**config.mk**
```make
export PLATFORM = sky130hd
export DESIGN_NAME = ex_result_stage
export DESIGN_NICKNAME = d
export VERILOG_FILES = /design/src/rtl/ex_result_stage.sv
export SDC_FILE = /design/constraint.sdc
export NUM_CORES = 1
export LEC_CHECK = 0
export ABC_AREA = 0
export BUFFER_PORTS_ARGS = -buffer_cell sky130_fd_sc_hd__buf_4
export CORE_ASPECT_RATIO = 1.1
export CORE_MARGIN = 3
export CORE_UTILIZATION = 54
export CTS_CLUSTER_DIAMETER = 40
export DETAILED_ROUTE_END_ITERATION = 8
export PLACE_DENSITY = 0.8
export REMOVE_ABC_BUFFERS = 1
export SYNTH_ARGS = -nofsm -noshare
export SYNTH_HDL_FRONTEND = slang
export SYNTH_SLANG_ARGS = --single-unit
```
**constraint.sdc**
```tcl
create_clock -name clk -period 6.1 [get_ports clk]
set_input_delay 0.915 -clock clk [delete_from_list [all_inputs] [get_ports clk]]
set_output_delay 0.915 -clock clk [all_outputs]
set_load 0.01 [all_outputs]
```
**src/rtl/ex_result_stage.sv**
```systemverilog
// ex_result_stage: registered stage behind the 64-bit ALU result mux.
// Each captured result carries its destination info and N/Z/C/V, derived at
// capture. Entries sit in a 2-entry skid buffer (main + skid) under a
// valid/ready handshake. The NZCV register commits when a flag-setting entry
// leaves the stage.
// Optional feature: define FLAG_FORWARD_EN to bypass the committing entry's
// NZCV straight onto flag_n/z/c/v in the cycle it transfers.
module ex_result_stage #(
   parameter int WIDTH  = 64,
   parameter int DEST_W = 5
) (
   input  logic              clk,
   input  logic              reset,
   input  logic              in_valid,
   output logic              in_ready,
   input  logic [WIDTH-1:0]  in_result,
   input  logic              in_carry,
   input  logic              in_overflow,
   input  logic              in_setflags,
   input  logic [DEST_W-1:0] in_dest,
   input  logic              in_regwrite,
   input  logic              flush,
   output logic              out_valid,
   input  logic              out_ready,
   output logic [WIDTH-1:0]  out_result,
   output logic [DEST_W-1:0] out_dest,
   output logic              out_regwrite,
   output logic              out_zero,
   output logic              flag_n,
   output logic              flag_z,
   output logic              flag_c,
   output logic              flag_v
);

   // Entry layout: {setflags, regwrite, nzcv[3:0], dest, result}
   localparam int DEST_LO = WIDTH;
   localparam int NZCV_LO = WIDTH + DEST_W;
   localparam int RW_BIT  = NZCV_LO + 4;
   localparam int SF_BIT  = NZCV_LO + 5;
   localparam int E_W     = WIDTH + DEST_W + 6;

   logic           main_valid_q, main_valid_d;
   logic           skid_valid_q, skid_valid_d;
   logic [E_W-1:0] main_entry_q, main_entry_d;
   logic [E_W-1:0] skid_entry_q, skid_entry_d;
   logic [3:0]     nzcv_q, nzcv_d;

   logic           in_accept;
   logic           out_xfer;
   logic [3:0]     in_nzcv;
   logic [E_W-1:0] in_entry;
   logic [3:0]     main_nzcv;
   logic [3:0]     flags_out;

   assign main_nzcv = main_entry_q[NZCV_LO +: 4];

   // Pack the incoming entry and derive its flags; work out this cycle's handshakes
   always_comb begin
      in_nzcv   = {in_result[WIDTH-1], ~|in_result, in_carry, in_overflow};
      in_entry  = {in_setflags, in_regwrite, in_nzcv, in_dest, in_result};
      in_accept = in_valid && !skid_valid_q;
      out_xfer  = main_valid_q && out_ready;
   end

   // Next-state for the main/skid buffer and the committed flag register
   always_comb begin
      main_valid_d = main_valid_q;
      skid_valid_d = skid_valid_q;
      main_entry_d = main_entry_q;
      skid_entry_d = skid_entry_q;
      nzcv_d       = nzcv_q;

      // A leaving flag-setting entry commits even during a flush.
      if (out_xfer && main_entry_q[SF_BIT]) begin
         nzcv_d = main_nzcv;
      end

      if (flush) begin
         main_valid_d = 1'b0;
         skid_valid_d = 1'b0;
      end else if (out_xfer) begin
         if (skid_valid_q) begin
            // in_ready is low while skid is full, so no accept can coincide.
            main_entry_d = skid_entry_q;
            skid_valid_d = 1'b0;
         end else if (in_accept) begin
            main_entry_d = in_entry;
         end else begin
            main_valid_d = 1'b0;
         end
      end else if (in_accept) begin
         if (!main_valid_q) begin
            main_entry_d = in_entry;
            main_valid_d = 1'b1;
         end else begin
            skid_entry_d = in_entry;
            skid_valid_d = 1'b1;
         end
      end
   end

   // State registers, cleared immediately on reset
   always_ff @(posedge clk or posedge reset) begin
      if (reset) begin
         main_valid_q <= 1'b0;
         skid_valid_q <= 1'b0;
         main_entry_q <= '0;
         skid_entry_q <= '0;
         nzcv_q       <= 4'b0000;
      end else begin
         main_valid_q <= main_valid_d;
         skid_valid_q <= skid_valid_d;
         main_entry_q <= main_entry_d;
         skid_entry_q <= skid_entry_d;
         nzcv_q       <= nzcv_d;
      end
   end

`ifdef FLAG_FORWARD_EN
   // Show the committing entry's flags in the same cycle it transfers
   always_comb begin
      flags_out = nzcv_q;
      if (out_xfer && main_entry_q[SF_BIT]) begin
         flags_out = main_nzcv;
      end
   end
`else
   // Flags come straight from the committed register
   always_comb begin
      flags_out = nzcv_q;
   end
`endif

   assign in_ready     = !skid_valid_q;
   assign out_valid    = main_valid_q;
   assign out_result   = main_entry_q[WIDTH-1:0];
   assign out_dest     = main_entry_q[DEST_LO +: DEST_W];
   assign out_regwrite = main_entry_q[RW_BIT];
   assign out_zero     = main_nzcv[2];
   assign flag_n       = flags_out[3];
   assign flag_z       = flags_out[2];
   assign flag_c       = flags_out[1];
   assign flag_v       = flags_out[0];

endmodule

```
==> reports/metrics.cfg, run 1 <==
[yosys]
synth_cell_types=22
syn_area_per_cell_um2=10.36
synth_warnings=0
ys_seq_area_share_pct=55.19
synth_top_area_share_pct=55.19
syn-instance-count=674
synth_seq_cells=154
syn_area_um2=6983
yosysTopAreaCell=dfrtp_1
synthTopCellsByArea=dfrtp_1 (55%), mux2_2 (12%), buf_4 (8.6%), nand2_1 (8.0%), a31oi_1 (6.5%)

[detailed_routing]
drc=0
drtPass1Iterations=5
wire_per_inst_um=16.32
antenna_left=0
via_count=5075
drt_iter0_drc=399
finalWirelength_um=14850
via_per_inst=5.577

[placed_design]
port_buffers=154
hpwl_um=9535
place_congestion=0.8192

[run]
maxCapViolations=0

[floorplan]
start_util_pct=56.55
dieArea_um2=14330
num_rows=42
die_width_um=114.4
die_h_um=125.3
core_area_um2=12350
ios=155

[timing]
rsz0062_at_grt=no
whs_ps=497.6
period_minus_slack_ps=2336
maxSlewHeadroom_pct=34.11
finalHoldViolations=0
slew_viol_final=0
setup_violations=0
clock_skew_ps=4.543
min_period_over_period_pct=38.30
max_freq_mhz=428.1
setup_tns_ps=0
worstMarginPinSlew_ps=988.4

[clock_network]
clkLatencyLatePin_ps=420
cts_buffer_depth=2
cts_root_buf=clkbuf_16
cts_tree=yes
ctsHoldBuffers=0
htreeDepth=4
cts_buffers=17
cts-resized-gates=0
post-cts-setup-buffers=0
cts.sinks=154
clk_pin_slew_ps=60

[setup_path]
required_ps=6400
worstPathArrival_ps=2640
worstPathMaxFanout=74
path_class=primary input to flip-flop
worstReg2RegStart=skid_valid_q$_DFFE_PP0P_
critPathLaunchType=primary input
cp-end-kind=flip-flop
crit_path_start=in_valid

[global_route]
grt_pass1_vias=5164
antenna_found_initial=0
grt_pass1_wl_um=24920
track_usage_pct=21.62
overflow=0
grt_max_degree=81

[hold_path]
hold_path.class=flip-flop to flip-flop
hp-start=flags_out[2]$_DFFE_PP0P_

[cells_and_area]
postLayoutCoreUtil_pct=66.99
area_delta_synth_final_pct=18.47
diodes=0
drive_gt1_share_pct=35.85
final_nets=821

[pwr]
ir_worst_vdd_uv=238.2
p_leak_uw=0.003746
power_density_nw_per_um2=363.8
fin_total_pwr_uw=3010

[run_status]
status=complete, no violations

stage by stage:
| stage | cell area, um^2 | setup WS, ps | instances |
|---|---|---|---|
| floorplan | 6254 | -344.5 | 564 |
| global placement | 7679 | 3406 | 878 |
| detailed placement | 7679 | 3342 | 878 |
| CTS | 8273 | 3786 | 910 |
| global route | 8273 | 3647 | 910 |
| finish | 8273 | 3764 | 910 |
cells by family after synthesis:
family          count (synthesis)  share of synthesized area, %
simple gates                  249                         14.44
flops                         154                         55.19
buf+inv                       114                         10.66
compound gates                 80                         7.293
mux                            77                         12.42
layout by cell type (no fill, tap or decap), drive strengths merged:
cell | Yosys | final
nand3 | 2 | 2
a211oi | 1 | 1
clkinv | 0 | 2
a21oi | 2 | 2
nand2 | 148 | 148
o21ai | 2 | 2
nor2 | 74 | 74
dfrtp | 154 | 154
nor4b | 1 | 1
and3 | 2 | 2
a221oi | 1 | 1
mux2 | 77 | 77
nor4 | 17 | 17
nand4 | 4 | 4
nand2b | 1 | 1
clkbuf | 16 | 26
clkinvlp | 0 | 2
bufinv | 0 | 2
a31oi | 73 | 73
buf | 94 | 160
inv | 4 | 4
a311o | 1 | 1
worst max-delay path, stage by stage:
cell and delay (ps):
buf_4 90, nand2b_1 140, nor4b_4 240, buf_4 790, mux2_2 420
layer usage:
| layer | vias to the layer above | wire length [um] | GRT usage [%] |
|---|---|---|---|
| met5 | - | 0 | 0 |
| met4 | 0 | 275 | 9.015 |
| met3 | 23 | 1115 | 6.283 |
| met2 | 178 | 7300 | 34.09 |
| met1 | 2506 | 6157 | 27.92 |
| li1 | 2368 | - | - |
path summary, 6_finish.rpt:
path	to	slack (ps)	depth (start not counted)
worst min register to register	flags_out[2]$_DFFE_PP0P_	500	2
worst max-delay path	skid_entry_q[27]$_DFFE_PP0P_	3760	5
min in group asynchronous	main_entry_q[34]$_DFFE_PP0P_	590	2
worst max register to register	skid_entry_q[27]$_DFFE_PP0P_	3770	4
max in group asynchronous	skid_entry_q[2]$_DFFE_PP0P_	4060	3
worst min-delay path	flags_out[2]$_DFFE_PP0P_	500	2
synthesized netlist by cell type (all sizes together):
library cell,instances
nand2b,1
nand4,4
a311o,1
nand2,148
mux2,77
o21ai,2
dfrtp,154
a21oi,2
inv,4
a31oi,73
clkbuf,16
nand3,2
a211oi,1
and3,2
a221oi,1
buf,94
nor4b,1
nor2,74
nor4,17
power by group:
part / leakage (uW) / internal, uW / switching (uW)
combinational: 0.00166 / 319 / 249
sequential: 0.00180 / 1260 / 134
clock: 0.000287 / 655 / 392
state kept, by name, indices dropped and copies added (netlist names):
| signal | count |
|---|---|
| main_entry_q | 74 |
| skid_entry_q | 74 |
| flags_out | 4 |
| out_valid | 1 |
| skid_valid_q | 1 |
area by class of cell:
type                    instances  area (um^2)
clock buffers                  26        509.2
clock inverters                 6        85.08
fillers                       934         4076
inverters                       4        20.02
multi-input cells             406         2411
flip-flops and latches        154         3854
well taps                     154        192.7
repair buffers                160         1201
No activity file was read; power rests on OpenSTA's default activity.
==> inputs of run 2 (changes only) <==
--- a/config.mk
+++ b/config.mk
@@ -9,10 +9,10 @@
 export BUFFER_PORTS_ARGS = -buffer_cell sky130_fd_sc_hd__buf_4
 export CORE_ASPECT_RATIO = 1.1
 export CORE_MARGIN = 3
-export CORE_UTILIZATION = 54
+export CORE_UTILIZATION = 49
 export CTS_CLUSTER_DIAMETER = 40
 export DETAILED_ROUTE_END_ITERATION = 8
-export PLACE_DENSITY = 0.8
+export PLACE_DENSITY = 0.76
 export REMOVE_ABC_BUFFERS = 1
 export SYNTH_ARGS = -nofsm -noshare
 export SYNTH_HDL_FRONTEND = slang
==> constraint.sdc (replaced) <==
create_clock -name clk -period 2 [get_ports clk]
set_input_delay 0.3 -clock clk [delete_from_list [all_inputs] [get_ports clk]]
set_output_delay 0.3 -clock clk [all_outputs]
set_load 0.01 [all_outputs]
==> reports/metrics.cfg, run 2 (synthesis gave the netlist of run 1 again) <==
[run_status]
status=complete, no violations

[clock_network]
clk_pin_slew_ps=60
cts_root_buf=clkbuf_16
cts_buffer_depth=2
htreeDepth=4
cts_buffers=17
cts-resized-gates=0
cts_tree=yes
clkLatencyLatePin_ps=420
cts.sinks=154

[timing]
worstMarginPinSlew_ps=493.7
whs_ps=113.2
min_period_over_period_pct=91.49
clock_skew_ps=7.704
maxSlewHeadroom_pct=66.79
max_freq_mhz=546.5
setup_violations=0
rsz0062_at_grt=no
slew_viol_final=0
period_minus_slack_ps=1830
finalHoldViolations=0

[setup_path]
cp-end-kind=flip-flop
required_ps=2290
critPathLaunchType=flip-flop
worstPathMaxFanout=38
cp_slowest_cell=nor4b_4
path_class=flip-flop to flip-flop
cp_cell_sequence=nand2b_1, nor4b_4, buf_12, mux2_2
worstPathArrival_ps=2120
max_stage_delay_ps=400

[floorplan]
num_rows=45
die_width_um=119.8
core_area_um2=13850
dieArea_um2=15720
ios=155
start_util_pct=50.42
die_h_um=131.2

[detailed_routing]
via_per_inst=5.272
finalWirelength_um=15200
drc=0
drt_iter0_drc=333
wire_per_inst_um=15.95
drtPass1Iterations=5
antenna_left=0
via_count=5024

[pwr]
power_density_nw_per_um2=1087
fin_total_pwr_uw=9290
p_leak_uw=0.003855
ir_worst_vdd_uv=524.9

[placed_design]
placed_cells=920
port_buffers=154
hpwl_um=10380
place_congestion=0.8229
place_area_um2=7931

[global_route]
track_usage_pct=20.23
grt_pass1_vias=5041
grt_pass1_wl_um=25540
grt_max_degree=59
overflow=0
antenna_found_initial=0

[cells_and_area]
layout_common_cells=buf_4 (156), dfrtp_1 (154), nand2_1 (148), mux2_2 (77), nor2_1 (74)
postLayoutCoreUtil_pct=61.72
fin_cells=953
final_nets=830
final_common_cell=buf_4
final_cell_area_um2=8548
diodes=0
num-fill-cells=1117
area_delta_synth_final_pct=22.42
drive_gt1_share_pct=36.60

[hold_path]
hold_path.class=primary input to flip-flop

[run]
maxCapViolations=0

==> run 2: final cells by class <==
cell class,count,area [um^2],share of cell area [%]
sequential,154,3854,45.08
multi-input combinational,406,2411,28.21
timing repair buffer,169,1421,16.63
clock buffer,24,491.7,5.752
tap,188,235.2,2.752
clock inverter,8,115.1,1.347
inverter,4,20.02,0.2342
==> run 2: repair_timing <==
action / CTS / global route
hold buffers: 1 / 0
setup buffers: 0 / 0
endpoints found under the hold margin: 45 / 0
==> run 2: final timing paths <==
check / start / to / slack [ps] / depth (start not counted)
worst max-delay path: skid_valid_q$_DFFE_PP0P_ / skid_entry_q[23]$_DFFE_PP0P_ / 170 / 4
worst min-delay path: flush / out_valid$_DFFE_PP0P_ / 110 / 2
worst max register to register: skid_valid_q$_DFFE_PP0P_ / skid_entry_q[23]$_DFFE_PP0P_ / 170 / 4
worst min register to register: skid_entry_q[54]$_DFFE_PP0P_ / skid_entry_q[54]$_DFFE_PP0P_ / 500 / 1
max in group asynchronous: reset / skid_entry_q[66]$_DFFE_PP0P_ / 880 / 4
min in group asynchronous: reset / flags_out[3]$_DFFE_PP0P_ / 480 / 3
==> run 2: power breakdown <==
group	switching [uW]	leakage (uW)	total (uW)	internal [uW]
combinational	763	0.00175	1770	1010
sequential	404	0.00180	4250	3840
clock	1180	0.000304	3270	2090
==> run 2: worst max-delay path: cells and delay by family (launching register included) <==
family | cells | cell delay [ps]
simple gates | 2 | 650
mux | 1 | 380
flops | 1 | 370
buf+inv | 1 | 280
==> run 2: through the flow <==
step	setup slack, ps	TNS, ps
floorplan	-4040	-907240
detailed placement	206.8	0
global placement	251.0	0
CTS	176.1	0
finish	170.2	0
global route	55.16	0
==> run 2: routing by layer <==
layer	share of wire [%]	vias to the layer above	wire (um)	track usage [%]
met5	0	-	0	0
met4	2.5	0	387	8.721
met3	6.6	33	1001	5.424
met2	48	166	7310	31.72
met1	43	2439	6497	26.55
li1	-	2386	-	-
